<file path="src/rtl/kgp_fetch_pkg.sv">
// Shared types and constants for the KGP-RISC instruction fetch front-end.
package kgp_fetch_pkg;
    localparam int ADDR_W  = 32;
    localparam int INSTR_W = 32;
    localparam logic [ADDR_W-1:0] PC_STEP = 32'd4;

    typedef struct packed {
        logic [ADDR_W-1:0]  pc;
        logic [INSTR_W-1:0] data;
    } fetch_entry_t;

    function automatic logic [ADDR_W-1:0] align_pc(input logic [ADDR_W-1:0] pc);
        return {pc[ADDR_W-1:2], 2'b00};
    endfunction
endpackage

</file>
<file path="src/rtl/fetch_fifo.sv">
// Synchronous in-order FIFO with flush; head is read straight from registered storage.
module fetch_fifo #(
    parameter int DEPTH = 4,
    parameter int W     = 64,
    localparam int PTR_W = (DEPTH > 1) ? $clog2(DEPTH) : 1,
    localparam int CNT_W = $clog2(DEPTH + 1)
) (
    input  logic             clk,
    input  logic             rst_n,
    input  logic             flush_i,
    input  logic             push_i,
    input  logic [W-1:0]     data_i,
    input  logic             pop_i,
    output logic [W-1:0]     head_o,
    output logic [CNT_W-1:0] count_o
);
    logic [W-1:0]     mem_q [DEPTH];
    logic [PTR_W-1:0] wr_ptr_q, wr_ptr_d, rd_ptr_q, rd_ptr_d;
    logic [CNT_W-1:0] count_q, count_d;
    logic             do_push_s, do_pop_s;

    function automatic logic [PTR_W-1:0] ptr_inc(input logic [PTR_W-1:0] p);
        return (p == PTR_W'(DEPTH - 1)) ? {PTR_W{1'b0}} : p + PTR_W'(1);
    endfunction

    assign do_push_s = push_i && (count_q != CNT_W'(DEPTH));
    assign do_pop_s  = pop_i && (count_q != CNT_W'(0));
    assign head_o    = mem_q[rd_ptr_q];
    assign count_o   = count_q;

    // Pointer and occupancy next-state; flush wins over push/pop.
    always_comb begin
        wr_ptr_d = wr_ptr_q;
        rd_ptr_d = rd_ptr_q;
        count_d  = count_q;
        if (flush_i) begin
            wr_ptr_d = {PTR_W{1'b0}};
            rd_ptr_d = {PTR_W{1'b0}};
            count_d  = CNT_W'(0);
        end else begin
            if (do_push_s) begin
                wr_ptr_d = ptr_inc(wr_ptr_q);
            end else begin
                wr_ptr_d = wr_ptr_q;
            end
            if (do_pop_s) begin
                rd_ptr_d = ptr_inc(rd_ptr_q);
            end else begin
                rd_ptr_d = rd_ptr_q;
            end
            case ({do_push_s, do_pop_s})
                2'b10:   count_d = count_q + CNT_W'(1);
                2'b01:   count_d = count_q - CNT_W'(1);
                default: count_d = count_q;
            endcase
        end
    end

    // Pointer and count registers.
    always_ff @(posedge clk or negedge rst_n) begin
        if (!rst_n) begin
            wr_ptr_q <= {PTR_W{1'b0}};
            rd_ptr_q <= {PTR_W{1'b0}};
            count_q  <= CNT_W'(0);
        end else begin
            wr_ptr_q <= wr_ptr_d;
            rd_ptr_q <= rd_ptr_d;
            count_q  <= count_d;
        end
    end

    // Storage; cleared on reset so the head reads zero out of reset.
    always_ff @(posedge clk or negedge rst_n) begin
        if (!rst_n) begin
            for (int i = 0; i < DEPTH; i++) begin
                mem_q[i] <= {W{1'b0}};
            end
        end else if (do_push_s && !flush_i) begin
            mem_q[wr_ptr_q] <= data_i;
        end
    end
endmodule

</file>
<file path="src/rtl/instr_fetch_unit.sv">
// Fetch front-end: issues sequential imem reads, queues returned words with their PCs,
// and on redirect flushes the queue and drops responses to reads issued before it.
module instr_fetch_unit
    import kgp_fetch_pkg::*;
#(
    parameter int                DEPTH    = 4,
    parameter int                MAX_OUT  = 2,
    parameter logic [ADDR_W-1:0] RESET_PC = 32'h0000_0000
) (
    input  logic               clk,
    input  logic               rst_n,
    input  logic               redirect_valid,
    input  logic [ADDR_W-1:0]  redirect_pc,
    output logic               imem_req_valid,
    input  logic               imem_req_ready,
    output logic [ADDR_W-1:0]  imem_req_addr,
    input  logic               imem_rsp_valid,
    input  logic [INSTR_W-1:0] imem_rsp_data,
    output logic               instr_valid,
    input  logic               instr_ready,
    output logic [INSTR_W-1:0] instr_data,
    output logic [ADDR_W-1:0]  instr_pc
);
    localparam int QCNT_W = $clog2(DEPTH + 1);
    localparam int OCNT_W = $clog2(MAX_OUT + 1);
    localparam int SUM_W  = $clog2(2 * DEPTH + 1);

    logic [ADDR_W-1:0] fetch_pc_q, fetch_pc_d;
    logic [OCNT_W-1:0] stale_q, stale_d;
    logic [OCNT_W-1:0] inflight_s, live_s;
    logic [QCNT_W-1:0] q_count_s;
    logic [SUM_W-1:0]  occupancy_s;
    logic [ADDR_W-1:0] trk_pc_s;
    logic              run_q;
    logic              issue_s, req_fire_s, rsp_keep_s, pop_s;
    fetch_entry_t      rsp_entry_s, head_s;

    assign live_s      = inflight_s - stale_q;
    assign occupancy_s = SUM_W'(q_count_s) + SUM_W'(live_s);
    // run_q keeps the request low while reset is held and for the release cycle.
    assign issue_s     = run_q && !redirect_valid
                         && (inflight_s < OCNT_W'(MAX_OUT))
                         && (occupancy_s < SUM_W'(DEPTH));
    assign req_fire_s  = issue_s && imem_req_ready;
    assign rsp_keep_s  = imem_rsp_valid && (stale_q == OCNT_W'(0)) && !redirect_valid;
    assign pop_s       = instr_valid && instr_ready;

    assign imem_req_valid   = issue_s;
    assign imem_req_addr    = fetch_pc_q;
    assign rsp_entry_s.pc   = trk_pc_s;
    assign rsp_entry_s.data = imem_rsp_data;
    assign instr_valid      = (q_count_s != QCNT_W'(0));
    assign instr_data       = head_s.data;
    assign instr_pc         = head_s.pc;

    // Fetch PC and stale-response bookkeeping; redirect has priority.
    always_comb begin
        fetch_pc_d = fetch_pc_q;
        stale_d    = stale_q;
        if (redirect_valid) begin
            fetch_pc_d = align_pc(redirect_pc);
            stale_d    = inflight_s - (imem_rsp_valid ? OCNT_W'(1) : OCNT_W'(0));
        end else begin
            if (req_fire_s) begin
                fetch_pc_d = fetch_pc_q + PC_STEP;
            end else begin
                fetch_pc_d = fetch_pc_q;
            end
            if (imem_rsp_valid && (stale_q != OCNT_W'(0))) begin
                stale_d = stale_q - OCNT_W'(1);
            end else begin
                stale_d = stale_q;
            end
        end
    end

    // Control state registers.
    always_ff @(posedge clk or negedge rst_n) begin
        if (!rst_n) begin
            fetch_pc_q <= RESET_PC;
            stale_q    <= OCNT_W'(0);
            run_q      <= 1'b0;
        end else begin
            fetch_pc_q <= fetch_pc_d;
            stale_q    <= stale_d;
            run_q      <= 1'b1;
        end
    end

    // Issued addresses in request order; never flushed, so its count is the in-flight total.
    fetch_fifo #(.DEPTH(MAX_OUT), .W(ADDR_W)) u_pc_trk (
        .clk     (clk),
        .rst_n   (rst_n),
        .flush_i (1'b0),
        .push_i  (req_fire_s),
        .data_i  (fetch_pc_q),
        .pop_i   (imem_rsp_valid),
        .head_o  (trk_pc_s),
        .count_o (inflight_s)
    );

    fetch_fifo #(.DEPTH(DEPTH), .W($bits(fetch_entry_t))) u_queue (
        .clk     (clk),
        .rst_n   (rst_n),
        .flush_i (redirect_valid),
        .push_i  (rsp_keep_s),
        .data_i  (rsp_entry_s),
        .pop_i   (pop_s),
        .head_o  (head_s),
        .count_o (q_count_s)
    );
endmodule

</file>
<file path="config.mk">
export PLATFORM = sky130hd
export DESIGN_NAME = instr_fetch_unit
export DESIGN_NICKNAME = d
export VERILOG_FILES = /design/src/rtl/kgp_fetch_pkg.sv /design/src/rtl/fetch_fifo.sv /design/src/rtl/instr_fetch_unit.sv
export SDC_FILE = /design/constraint.sdc
export NUM_CORES = 1
export LEC_CHECK = 0
export CAP_MARGIN = 30
export CORE_ASPECT_RATIO = 0.7
export CORE_MARGIN = 2
export CORE_UTILIZATION = 55
export CTS_CLUSTER_SIZE = 12
export DETAILED_ROUTE_END_ITERATION = 10
export GPL_TIMING_DRIVEN = 0
export PLACE_DENSITY_LB_ADDON = 0.1
export SLEW_MARGIN = 20
export SYNTH_ARGS = -nofsm -noshare
export SYNTH_HDL_FRONTEND = slang
export SYNTH_SLANG_ARGS = --single-unit
</file>
<file path="constraint.sdc">
create_clock -name clk -period 2.8 [get_ports clk]
set_input_delay 0.28 -clock clk [delete_from_list [all_inputs] [get_ports clk]]
set_output_delay 0.28 -clock clk [all_outputs]
set_load 0.03 [all_outputs]
</file>
==> flow_metrics.py, run 1 <==
metrics = {
    "job": {
        "maxCapViolCount": 0,
    },
    "timing": {
        "fin_crit_ns": 2.74,
        "postLayoutSetupSlackWorst_ns": 0.0599,
        "post-route-period-util_pct": 97.9,
        "clock.fmax_mhz": 365,
        "rsz0062_at_grt": "no",
        "tightest_slew_ns": 0.769,
        "slew_headroom_pct": 48.7,
        "skew_ns": 0.0197,
        "slew_violations": 0,
        "final_hold_viol_count": 0,
        "finalSetupViolCount": 0,
    },
    "setup_path": {
        "startpoint": "u_queue.rd_ptr_q[1]",
        "cp-end-kind": "output pin",
        "crit_path_max_fanout": 10,
        "r2r-start": "u_pc_trk.count_o[0]",
        "reg2reg_depth": 11,
        "rrSetupSlack_ns": 0.16,
        "crit_type": "reg2out",
        "critPathLaunchType": "flop",
        "cp-endpoint": "instr_data[2]",
        "cp.arrival_ns": 2.46,
        "required_ns": 2.52,
        "reg2reg_to": "u_pc_trk.mem_q[58]",
    },
    "placement": {
        "dp_worst_setup_slack_ns": -0.310,
        "hpwlAfterDp_mm": 25.6,
        "gp_congestion": 0.874,
        "dp.cells": 1745,
        "numPortBuffers": 160,
    },
    "logic_synthesis": {
        "synth-warning-count": 0,
        "synth_area_um2": 15700,
        "ys_seq_area_share_pct": 56.2,
        "avgSynthCellArea_um2": 13.0,
        "async_flop_share_pct": 100,
        "synth_edf_count": 0,
        "synth.distinct_cells": 52,
        "netlist_instances": 1208,
        "synth-main-ff-cell": "dfrtp_1",
        "ys_ff_latch": 352,
    },
    "detailed_routing": {
        "drt-initial-drc-count": 579,
        "vias_per_cell": 5.90,
        "dr.pass1.iters": 5,
        "postRouteAntennaNets": 0,
        "vias": 10600,
        "wire_per_inst_um": 20.7,
        "routed_wl_mm": 37.2,
        "route.detailed.drc": 0,
    },
    "power": {
        "p_leak_nw": 8.97,
        "comb_power_share_pct": 35.1,
        "ir_drop_v": 0.000503,
        "power.share.clock_pct": 24.7,
        "swShare_pct": 33.8,
        "power_frac_seq_pct": 40.2,
        "total_power_mw": 17.7,
        "power_density_nw_per_um2": 930,
        "power_switching_mw": 5.97,
        "intPower_mw": 11.7,
    },
    "clocking": {
        "clock_latency_ns": 0.52,
        "ctsRootBufferMaster": "clkbuf_16",
        "clkSlewWorstSetupHoldPaths_ns": 0.06,
        "htreeDepth": 2,
        "cts_tree": "built",
        "cts.sinks": 352,
        "clock_path_buffers": 3,
        "cts_made_buffers": 36,
    },
    "grt": {
        "grt_usage_pct": 25.7,
        "gr-total-overflow": 0,
        "antenna_found_initial": 0,
        "grt_max_degree": 100,
        "grt_pass1_wl_mm": 60.1,
        "grt_pass1_vias": 11000,
    },
    "layout": {
        "multiInputGateArea_um2": 6410,
        "fillCellCount": 2097,
        "stdcell_count": 1797,
        "drive_gt1_share_pct": 26.0,
        "regArea_um2": 8810,
        "area_growth_pct": 21.2,
        "final_common_cell": "dfrtp_1",
        "nNetsFinal": 1496,
        "final_util_pct": 68.1,
        "final_cell_mix": "352 x dfrtp_1, 185 x mux2_2, 161 x nand2_1, 139 x o21ai_0, 100 x clkdlybuf4s50_1",
        "n_antenna_cell": 0,
    },
    "min_path": {
        "hp-class": "in2reg",
    },
    "status": {
        "outcome": "finished clean",
    },
    "floorplan": {
        "die-area_um2": 29900,
        "initial_core_util_pct": 56.2,
        "die_w_um": 206,
        "core_area_um2": 27900,
        "die_h_um": 145,
        "ios": 168,
        "rows": 51,
    },
}
==> cell type report <==
cell class | instances | share of cell area, %
plain buffers | 86 | 2.77
clock inverters | 1 | 0.0264
multi-input cells | 765 | 33.8
well taps | 371 | 2.44
flip-flops and latches | 352 | 46.4
repair buffers | 165 | 9.09
clock buffers | 49 | 5.38
inverters | 8 | 0.158
==> per-stage QoR <==
step | setup TNS [ns] | area (µm²) | hold WS, ns
after floorplan | 0 | 15700 | -0.0156
after global placement | -4866.09 | 17700 | 0.456
after detailed placement | -16.52 | 17800 | 0.343
after CTS | -3.76 | 18900 | 0.234
after global routing | 0 | 19000 | 0.297
final | 0 | 19000 | 0.273
==> synth_stat cells, types with 4 or more instances <==
library cell | number | area share [%]
buf_4 | 22 | 1.1
xnor2_1 | 8 | 0.45
xor2_1 | 6 | 0.34
o21ai_0 | 139 | 4.4
a21o_1 | 4 | 0.19
a22oi_1 | 4 | 0.19
o211ai_1 | 10 | 0.48
mux2i_1 | 34 | 2.2
nand2_1 | 161 | 3.9
or4_1 | 4 | 0.19
ha_1 | 11 | 0.88
nand4_1 | 16 | 0.64
or3_1 | 5 | 0.20
buf_2 | 31 | 0.99
nand3_1 | 20 | 0.64
clkbuf_1 | 30 | 0.72
and4_1 | 4 | 0.22
a21oi_1 | 11 | 0.35
mux4_2 | 62 | 8.9
and3_1 | 10 | 0.40
dfrtp_1 | 352 | 56
inv_1 | 7 | 0.17
mux2_2 | 185 | 13
nor2_1 | 27 | 0.65
==> routing by layer <==
| metal | track usage (%) | wire, µm | up-vias |
|---|---|---|---|
| li1 | - | - | 4746 |
| met1 | 39.0 | 17500 | 5425 |
| met2 | 38.4 | 16700 | 356 |
| met3 | 4.60 | 2350 | 67 |
| met4 | 6.55 | 716 | 0 |
| met5 | 0 | 0 | - |
==> worst max-delay path: stages (launching register included) <==
cell and delay [ns]:
dfrtp_1 0.41, buf_2 0.33, buf_4 0.28, mux4_2 0.32, clkdlybuf4s50_1 0.62
==> power groups by stage <==
stage               clock, mW  combinational, mW  sequential (mW)
global placement            0               6.27             7.12
finish                   4.36               6.21             7.10
global route             4.66               6.67             7.25
CTS                      4.45               6.27             7.08
detailed placement          0               6.41             7.16
floorplan                   0               4.14             7.02
==> sequential cells by signal, summed over array words and instances, names as in the netlist <==
register,cells
u_queue.rd_ptr_q,2
u_queue.wr_ptr_q,2
imem_req_addr,30
u_pc_trk.mem_q,60
u_queue.count_o,3
u_pc_trk.wr_ptr_q,1
stale_q,2
u_queue.mem_q,248
u_pc_trk.rd_ptr_q,1
run_q,1
u_pc_trk.count_o,2
==> logic make-up after synthesis <==
| family | count (synthesis) | synth area share (%) |
|---|---|---|
| flops | 352 | 56.2 |
| mux | 282 | 24.4 |
| simple gates | 268 | 7.97 |
| compound gates | 184 | 6.52 |
| buf+inv | 94 | 3.03 |
| xor+xnor | 14 | 0.782 |
| fa+ha+maj | 12 | 1.01 |
| other cells | 2 | 0.0479 |
==> worst min-delay path by stage <==
stage,startpoint,endpoint,cells past startpoint
CTS,redirect_valid,imem_req_addr[23],3
global route,redirect_valid,imem_req_addr[23],3
global placement,u_queue.mem_q[168],u_queue.mem_q[168],2
finish,redirect_valid,imem_req_addr[23],3
floorplan,rst_n,imem_req_addr[10],0
detailed placement,rst_n,u_queue.mem_q[82],1
==> what timing repair did <==
action / CTS / global route
setup buffers: 0 / 1
resized for setup: 52 / 62
hold endpoints to repair: 88 / 0
endpoints found under the setup margin: 75 / 108
hold buffers: 1 / 0
Note: power is estimated with default switching activity, not from simulation.
==> run 2, diff against run 1 <==
CORE_UTILIZATION = 57   (was 55)
SLEW_MARGIN = 10   (was 20)
TNS_END_PERCENT = 30   (was unset)
==> flow_metrics.py, run 2 (synthesis gave the netlist of run 1 again) <==
metrics = {
    "layout": {
        "area_growth_pct": 20.6,
        "drive_gt1_share_pct": 26.1,
        "fillCellCount": 1964,
        "stdcell_count": 1791,
        "regArea_um2": 8810,
        "n_antenna_cell": 0,
        "largest_register_ff_count": 248,
        "final_cell_mix": "352 x dfrtp_1, 185 x mux2_2, 161 x nand2_1, 139 x o21ai_0, 100 x clkdlybuf4s50_1",
        "final_common_cell": "dfrtp_1",
        "final_util_pct": 70.2,
        "nNetsFinal": 1496,
        "multiInputGateArea_um2": 6410,
        "largest-register": "u_queue.mem_q",
    },
    "setup_path": {
        "cp.arrival_ns": 2.42,
        "crit_chain": "clkbuf_2, clkbuf_4, mux4_2, clkdlybuf4s50_1",
        "crit_path_max_fanout": 10,
        "crit_path_max_incr_delay_ns": 0.61,
        "cp_top_family": "buffers and inverters",
        "cp-end-kind": "output pin",
        "crit_type": "reg2out",
        "required_ns": 2.52,
        "cp_slowest_cell": "clkdlybuf4s50_1",
        "critPathLaunchType": "flop",
        "critPathBufInv": 3,
    },
    "grt": {
        "grt_pass1_vias": 10800,
        "grt_max_degree": 103,
        "gr-total-overflow": 0,
        "grt_usage_pct": 26.8,
        "grt_pass1_wl_mm": 60.1,
        "antenna_found_initial": 0,
    },
    "power": {
        "power_density_nw_per_um2": 930,
        "ir_drop_v": 0.000465,
        "total_power_mw": 17.6,
        "p_leak_nw": 8.73,
    },
    "placement": {
        "dp.cells": 1738,
        "hpwlAfterDp_mm": 25.4,
        "dp_worst_setup_slack_ns": -0.218,
        "gp_congestion": 0.872,
        "numPortBuffers": 160,
    },
    "detailed_routing": {
        "dr.pass1.iters": 5,
        "routed_wl_mm": 37.2,
        "drt-initial-drc-count": 769,
        "vias": 10600,
        "postRouteAntennaNets": 0,
        "wire_per_inst_um": 20.8,
        "route.detailed.drc": 0,
        "vias_per_cell": 5.89,
    },
    "timing": {
        "post-route-period-util_pct": 96.3,
        "whs_ns": 0.260,
        "tightest_slew_ns": 0.798,
        "slew_violations": 0,
        "skew_ns": 0.00945,
        "finalSetupViolCount": 0,
        "postLayoutSetupSlackWorst_ns": 0.105,
        "final_hold_viol_count": 0,
        "fin_crit_ns": 2.70,
        "clock.fmax_mhz": 371,
        "rsz0062_at_grt": "yes",
        "slew_headroom_pct": 46.8,
    },
    "min_path": {
        "hp-class": "in2reg",
    },
    "clocking": {
        "ctsRootBufferMaster": "clkbuf_16",
        "cts_made_buffers": 36,
        "cts_tree": "built",
        "clock_latency_ns": 0.52,
        "clock_path_buffers": 3,
        "htreeDepth": 2,
        "clkSlewWorstSetupHoldPaths_ns": 0.06,
        "cts.sinks": 352,
    },
    "status": {
        "outcome": "finished clean",
    },
    "floorplan": {
        "die_h_um": 143,
        "initial_core_util_pct": 58.3,
        "rows": 50,
        "die_w_um": 202,
        "ios": 168,
        "die-area_um2": 28900,
        "core_area_um2": 26900,
    },
    "job": {
        "maxCapViolCount": 0,
    },
}
==> run 2: cell count changes in the layout (fill, tap and decap cells not counted), sizes merged <==
cell,change
buf,-7
clkbuf,+9
clkinv,-1
dlygate4sd2,+25
dlymetal6s2s,-25
==> run 2: area by class of cell <==
type | instances | share of cell area (%)
timing repair buffer | 165 | 8.64
inverter | 8 | 0.159
multi-input combinational | 765 | 33.9
clock buffer | 51 | 5.50
buffer | 86 | 2.75
tap | 364 | 2.41
sequential | 352 | 46.6
==> run 2: timing repair <==
| action | 4_1_cts | 5_1_grt |
|---|---|---|
| buffers inserted | 0 | 1 |
| pin swaps | 0 | 0 |
| gates resized for setup | 80 | 25 |
| hold endpoints to repair | 65 | 0 |
| hold buffers | 1 | 0 |
| setup endpoints to repair | 75 | 83 |
==> run 2: final timing paths <==
check,from,end,slack (ns),depth (start not counted)
min in group asynchronous,rst_n,u_queue.mem_q[83],0.31,2
worst min register to register,u_queue.mem_q[41],u_queue.mem_q[41],0.48,2
worst max register to register,u_pc_trk.count_o[0],u_pc_trk.mem_q[15],0.16,11
worst min-delay path,redirect_valid,imem_req_addr[23],0.26,3
worst max-delay path,u_queue.rd_ptr_q[1],instr_data[2],0.10,4
max in group asynchronous,rst_n,imem_req_addr[10],1.20,4
==> run 2: per-stage QoR <==
step                instance area [µm²]  setup TNS (ns)
floorplan                         15700               0
global placement                  17700        -4831.45
detailed placement                17800           -8.49
CTS                               18900         -0.0173
global route                      18900         -0.0766
finish                            18900               0
==> run 2: layer usage <==
metal | routed length [µm] | track usage (%) | part of all wire, %
met4 | 653 | 6.68 | 1.8
met5 | 0 | 0 | 0
met3 | 2350 | 4.47 | 6.3
met1 | 17600 | 40.8 | 47
met2 | 16700 | 40.7 | 45
==> run 2: worst register-to-register path, stage by stage (launching register included) <==
cell and delay [ns]:
dfrtp_1 0.38, inv_1 0.08, ha_1 0.19, xnor2_1 0.19
xnor2_1 0.09, ha_1 0.27, nand3b_1 0.09, and3_2 0.26
buf_4 0.20, nand2_1 0.16, clkbuf_4 0.27, mux2_2 0.36
==> run 2: report_power, final <==
| part | switching, mW | leakage, nW | internal (mW) | total, mW |
|---|---|---|---|---|
| clock network | 1.87 | 0.509 | 2.54 | 4.41 |
| registers | 0.764 | 4.66 | 6.34 | 7.11 |
| logic | 3.34 | 3.56 | 2.72 | 6.06 |
==> RTL edit, RTL diff (settings of run 2) <==
Change the package constant `INSTR_W` from 32 to 24.
--- a/src/rtl/kgp_fetch_pkg.sv
+++ b/src/rtl/kgp_fetch_pkg.sv
@@ -2,5 +2,5 @@
 package kgp_fetch_pkg;
     localparam int ADDR_W  = 32;
-    localparam int INSTR_W = 32;
+    localparam int INSTR_W = 24;
     localparam logic [ADDR_W-1:0] PC_STEP = 32'd4;
 
Ports: changed (resized imem_rsp_data and instr_data); port bits go from 168 to 152. No check against the original RTL was run, so the function may have changed too.
==> RTL edit against run 2 <==
- worst setup slack worse by 0.040 ns
- first-iteration DRC count is 3.5% higher
- utilization is 0.14 points higher
- largest power group unchanged
- die area is 8.1% lower
- critical path depth stayed put
- sequential cell count is 32 lower
- area after synthesis is 8.3% lower
- total power is 8.1% lower
- worst hold slack better by 0.036 ns
- routed wire length is 7.1% lower
- final area is 7.8% lower
==> RTL edit: results (changes against run 2) <==
| Metric | Value |
|---|---|
| Commonest cells post-synth | dfrtp_1 (320), nand2_1 (157), o21ai_0 (145) |
| Cells after Synth | 1118 (-7.5%) |
| Avg WL per Cell | 21.0 um (+0.95%) |
| DR WL met2 | 15600 um (-6.4%) |
| Reg2reg path depth | 12 (+1) |
| Number of non-clock inverters | 13 (+5) |
| DRT met1 WL | 16500 um (-6.0%) |
| WL final | 34600 um (-7.1%) |
| Non-CTS buffers | 230 (-8.4%) |
| Worst-skew pair later-pin latency | 0.50 ns (-0.02 ns) |
| Mux share of post-synthesis cell area | 23.4% (-1.1 points) |
| Sequential element share of the synthesized area | 55.7% (-0.51 points) |
| First-pass GRT wire length | 56300 um (-6.3%) |
| Worst hold path class | in -> async |
| Worst EP arrival | 2.46 ns (+0.04 ns) |
| Post-synthesis adder-cell area fraction | 1.10% (+0.091 points) |
| Iter 0 DRT Violations | 796 (+3.5%) |
| Register bit total from synthesis | 320 (-9.1%) |
| Flop-to-flop setup slack | 0.13 ns (-0.03 ns) |
| Sequential cell area share | 46.0% (-0.63 points) |
| Leakage | 0.00805 uW (-7.8%) |
| Sw Ratio | 33.3% (-0.66 points) |
| Signal buf overhead | 11.8% (+0.37 points) |
| Post-synthesis xor/xnor area fraction | 0.670% (-0.11 points) |
| FF+latch area | 8010 sq um (-9.1%) |
| Post-DP HPWL | 24000 um (-5.5%) |
| Post-CTS sizing | 55 (-31%) |
| Total die area | 26500 sq um (-8.1%) |
| Comb_multi_in | 709 (-7.3%) |
| Run status | finished, final reports clean |
| VDD IR max | 0.581 mV (+25%) |
| Fillers | 1831 (-6.8%) |
| Pre-CTS setup slack | 0.0186 ns (+0.236 ns) |
| Cts bufs inserted | 34 (-5.6%) |
| Met1 Use GR | 41.6% (+0.81 points) |
| Synth cell types | 60 (+15%) |
| Clock share of power | 26.4% (+1.3 points) |
| Port Buf Inserts | 145 (-9.4%) |
| Nets | 1382 (-7.6%) |
| Via/cell ratio | 5.93 (+0.59%) |
| Slew margin rel. | 40.2% (-6.6 points) |
| Placed Cells | 1594 (-8.3%) |
| Flop pwr share | 39.2% (-1.2 points) |
| Vias in the first global route | 10100 (-6.4%) |
| FMAX | 366 MHz (-1.5%) |
| Max reg flops | 216 (-13%) |
| Placer Congestion | 0.848 (-2.8%) |
| Metal3 WL | 2040 um (-13%) |
| Clk cell area share | 5.97% (+0.47 points) |
| Multi-input combinational area share | 33.7% (-0.26 points) |
| Clk. pwr | 4260 uW (-3%) |
| Clock skew | 0.0124 ns (+0.00299 ns) |
==> RTL edit: changes by cell type after synthesis, sizes merged, moves of 5 or more <==
cell,change
mux4,-8
o21ai,+6
inv,+5
nand4,-5
o311ai,+7
dfrtp,-32
nand3,-7
clkbuf,-6
mux2,-34
==> RTL edit: worst min-delay path by stage <==
| stage | startpoint | endpoint | slack [ns] | cells after the start |
|---|---|---|---|---|
| 6_report | rst_n | u_queue.mem_q[175]$_DFFE_PN0P_ | 0.30 | 2 |
| 5_1_grt | rst_n | u_queue.mem_q[178]$_DFFE_PN0P_ | 0.31 | 2 |
| 4_1_cts | rst_n | u_queue.mem_q[181]$_DFFE_PN0P_ | 0.31 | 2 |
| 3_5_place_dp | rst_n | u_queue.mem_q[179]$_DFFE_PN0P_ | 0.23 | 1 |
| 3_3_place_gp | u_queue.mem_q[145]$_DFFE_PN0P_ | u_queue.mem_q[145]$_DFFE_PN0P_ | 0.46 | 2 |
| 2_1_floorplan | rst_n | imem_req_addr[10]$_DFFE_PN0P_ | -0.02 | 0 |
